`src/rtl/wb_port_arbiter.sv`:
```
// Round-robin arbiter sharing one register-file write port among
// four requesters, with stall freeze and registered grant outputs.
module wb_port_arbiter #(
    parameter int AW = 5
) (
    input  logic          clk,
    input  logic          rst_n,
    input  logic [3:0]    req,
    input  logic [AW-1:0] addr0,
    input  logic [AW-1:0] addr1,
    input  logic [AW-1:0] addr2,
    input  logic [AW-1:0] addr3,
    input  logic          hold,
    output logic [3:0]    grant,
    output logic [1:0]    sel,
    output logic [AW-1:0] waddr,
    output logic          we,
    output logic          busy
);

    localparam logic [0:0] IDLE  = 1'b0;
    localparam logic [0:0] GRANT = 1'b1;

    logic [0:0]    r_state;
    logic [1:0]    r_ptr;
    logic [3:0]    r_grant;
    logic [1:0]    r_sel;
    logic [AW-1:0] r_waddr;
    logic          r_we;

    logic [3:0]    w_gmask;
    logic [3:0]    w_elig;
    logic          w_multi;
    logic          w_found;
    logic [1:0]    w_idx;
    logic [1:0]    w_cand;
    logic [AW-1:0] w_addr;

    // Only a live GRANT cycle can mask its own requester.
    assign w_gmask = (r_state == GRANT) ? r_grant : 4'b0000;
    assign w_elig  = req & ~w_gmask;
    assign w_multi = |(w_elig & (w_elig - 4'd1));
    assign busy    = |w_elig && (hold || w_multi);

    // Scan from lowest priority to highest so the nearest winner
    // after the pointer overwrites any earlier candidate.
    always_comb begin
        w_found = 1'b0;
        w_idx   = r_ptr;
        w_cand  = r_ptr;
        for (int j = 4; j >= 1; j--) begin
            w_cand = r_ptr + 2'(j);
            if (w_elig[w_cand]) begin
                w_found = 1'b1;
                w_idx   = w_cand;
            end
        end
    end

    always_comb begin
        case (w_idx)
            2'd0:    w_addr = addr0;
            2'd1:    w_addr = addr1;
            2'd2:    w_addr = addr2;
            default: w_addr = addr3;
        endcase
    end

    always_ff @(posedge clk or negedge rst_n) begin
        if (!rst_n) begin
            r_state <= IDLE;
            r_ptr   <= 2'b11;
            r_grant <= 4'b0000;
            r_sel   <= 2'b00;
            r_waddr <= '0;
            r_we    <= 1'b0;
        end else if (hold || !w_found) begin
            r_state <= IDLE;
            r_grant <= 4'b0000;
            r_we    <= 1'b0;
        end else begin
            r_state <= GRANT;
            r_ptr   <= w_idx;
            r_grant <= 4'b0001 << w_idx;
            r_sel   <= w_idx;
            r_waddr <= w_addr;
            r_we    <= (w_addr != '0);
        end
    end

    assign grant = r_grant;
    assign sel   = r_sel;
    assign waddr = r_waddr;
    assign we    = r_we;

endmodule
```
`config.mk`:
```
export PLATFORM = sky130hd
export DESIGN_NAME = wb_port_arbiter
export DESIGN_NICKNAME = d
export VERILOG_FILES = /design/src/rtl/wb_port_arbiter.sv
export SDC_FILE = /design/constraint.sdc
export NUM_CORES = 1
export LEC_CHECK = 0
export ABC_AREA = 1
export BUFFER_PORTS_ARGS = -buffer_cell sky130_fd_sc_hd__buf_2
export CAP_MARGIN = 20
export CORE_ASPECT_RATIO = 0.8
export CORE_MARGIN = 4
export CORE_UTILIZATION = 45
export DETAILED_ROUTE_END_ITERATION = 10
export GPL_ROUTABILITY_DRIVEN = 1
export HOLD_SLACK_MARGIN = 0.02
export PLACE_DENSITY = 0.83
export SLEW_MARGIN = 10
export SYNTH_ARGS = -nofsm -noshare
export SYNTH_HDL_FRONTEND = slang
export SYNTH_SLANG_ARGS = --single-unit
```
`constraint.sdc`:
```
create_clock -name clk -period 2.6 [get_ports clk]
set_input_delay 0.26 -clock clk [delete_from_list [all_inputs] [get_ports clk]]
set_output_delay 0.26 -clock clk [all_outputs]
set_load 0.01 [all_outputs]
```
==> reports/results.ini <==
[place]
dpl_worst_slack_ns=0.360
post-dp-hpwl_um=1990
dp_cells=206
port_buffers=39
gp_congestion=0.888

[power_and_ir_drop]
leakage_nw=0.705
seqPwrFrac=0.247
p_int_w=0.000779
vdd.ir_drop.worst_mv=0.782
power-per-cell-area_mw_per_mm2=1370
swShare=0.526
clkPwrFrac=0.078
p_switching_w=0.000864
combPwrFrac=0.675

[final_layout]
final_cell_mix=nand2_1, buf_2, nand3_1, inv_1, dfrtp_1
diodes=0
layout_commonest_cell=nand2_1
fin_util=0.618
multiInputGateArea_um2=487
final_nets=215
ff_latch_area_um2=378
drive_gt1_frac=0.283
num-fill-cells=182
instances_no_fill=211
area.growth.synth_to_final_pct=26.8

[global_routing]
grt_first_pass_wirelength_um=3960
grt_max_degree=16
grt_usage=0.171
first_global_vias=946
grt_overflow=0
antenna_found_initial=0

[timing]
setup_viol=0
setup_ws_ns=0.333
finClkSkew_ns=0.000638
timing.hold.ws_ns=0.243
fmax_mhz=441
timing.final.crit_share=0.872
period_minus_slack_ns=2.27
slew_headroom=0.746
hold_viol=0
fin_setup_tns_ns=0
tightestPinTransition_ns=0.379
rsz0062_at_grt=false
slew_viol_final=0

[floorplan]
die_w_um=59.3
die_h_um=49.1
dieArea_mm2=0.00291
start_util=0.488
io_pins=40
fp-row-count=14
core_mm2=0.00194

[logic_synthesis]
synth-simple-area-share=0.445
yosys.area_share.xor_xnor=0
synthTopCellsByArea=dfrtp_1, nand2_1, nand3_1, inv_1, dfstp_2
synth-seq-area-share=0.398
synth_compound_area_frac=0.0686
ys_seq_elements=15
yosysTopAreaCell=dfrtp_1
synth_fa_ha_area_frac=0
syn_avg_cell_area_um2=6.54
synth_top_family_by_area=simple AND/OR/NAND/NOR gates
synthMuxAreaShare=0
syn-cell-area_um2=948
synth_top_cell_area_share=0.343
syn_inst=145
yosys_warnings=0
synthDistinctLibCells=18
syn-num-nets=172

[critical_path]
reg2reg_from=r_ptr[0]
worstPathCellList=inv_1 > nand3_1 > nand2_1 > nand2_1 > nand2_1 > nand2_1 > nand2_1 > nand2_1 > nand2_2 > clkinv_2 > nand2_2 > or2_0 > nand2_1 > nand2_1 > nor2_1 > nor2_1
worstPathArrival_ns=2.42
reg2regPathDepth=16
cp_max_fo=12
r2r_slack_ns=0.33
crit_top_cell=nand2_1
startpoint_type=flip-flop
slowest_stage=dfstp_2
end_kind=flip-flop
slowest_delay_ns=0.60
crit_type=reg -> reg
r2r_end=we
cp.required_ns=2.75

[clocking]
clk_pin_slew_ns=0.08
htree_levels=1
clk_path_buf_depth=2
worstSkewPairLatency_ns=0.27
postCtsResizedCells=0
cts_tree=done
root_buffer=clkbuf_4
cts_buffers=3
cts.sinks=15

[worst_hold_path]
hold_path_depth=2
hold_end=r_state
hold_class=in -> reg
hold_path.startpoint=hold

[routing]
drt_iter0_markers=29
antenna_left=0
wl_um=2420
drc=0
vias=1066
dr.pass1.iters=4
wl_per_cell_um=11.4
viasPerCell=5.05

[outcome]
status=finished clean

[flow_run]
cap_violations=0

[power groups by stage]
stage	clock network, W	logic (W)	registers [W]
floorplan	0	0.000791	0.000433
global placement	0	0.00107	0.000400
CTS	0.000130	0.00111	0.000403
global route	0.000145	0.00126	0.000414
finish	0.000128	0.00111	0.000406
detailed placement	0	0.00110	0.000407
[area by class of cell]
type	count	area share
multi-input cells	109	0.405
flip-flops and latches	15	0.314
repair buffers	41	0.177
inverters	18	0.0572
well taps	24	0.0250
clock buffers	4	0.0219
[logic make-up (layout without fill, tap and decap cells)]
| family | Yosys count | after routing |
|---|---|---|
| simple gates | 96 | 96 |
| buf+inv | 21 | 63 |
| flops | 15 | 15 |
| compound gates | 13 | 13 |
[how the worst max path moves through the flow]
| stage | to | slack (ns) | depth (start not counted) | startpoint |
|---|---|---|---|---|
| final | we | 0.33 | 16 | r_ptr[0] |
| after global routing | we | 0.09 | 15 | r_ptr[0] |
| after CTS | we | 0.35 | 16 | r_ptr[0] |
| after detailed placement | we | 0.36 | 16 | r_ptr[0] |
| after global placement | we | 0.44 | 16 | r_ptr[0] |
| after floorplan | we | 0.74 | 16 | r_ptr[0] |
[Yosys cell counts]
library cell,instances
nor3_1,2
clkinv_2,1
o21ai_0,9
dfrtp_1,13
buf_2,3
nand2_1,46
nand4_1,2
or2_2,1
or2_0,2
a21oi_1,4
nor2_2,1
nor2_1,12
nand2_2,3
inv_2,2
inv_1,15
dfstp_2,2
nand3_1,25
and2_1,2
[worst max-delay path, delay by kind of cell (launching register included)]
family | cells | cell delay, ns
flip-flops | 1 | 0.60
AND/OR/NAND/NOR | 14 | 1.27
buffers and inverters | 2 | 0.27
[per-layer routing]
metal	up-vias	track usage	share of wire
li1	548	-	-
met1	469	0.240	0.47
met2	45	0.265	0.44
met3	4	0.0265	0.082
met4	0	0.0566	0.0095
met5	-	0	0
[through the flow]
stage	instance area, um2	power [W]
6_report	1200	0.00164
5_1_grt	1200	0.00182
4_1_cts	1200	0.00164
3_5_place_dp	1170	0.00151
3_3_place_gp	1170	0.00147
2_1_floorplan	948	0.00122
[flip-flops by register name, summed over array words and instances (netlist names)]
register  cells
we            1
r_ptr         2
r_state       1
grant         4
waddr         5
sel           2
[repair_timing]
| action | in CTS | in global routing |
|---|---|---|
| endpoints found under the hold margin | 13 | 0 |
| hold buffers | 1 | 0 |
| setup buffers | 0 | 0 |
| setup endpoints to repair | 0 | 0 |
Note: power is estimated with default switching activity, not from simulation.
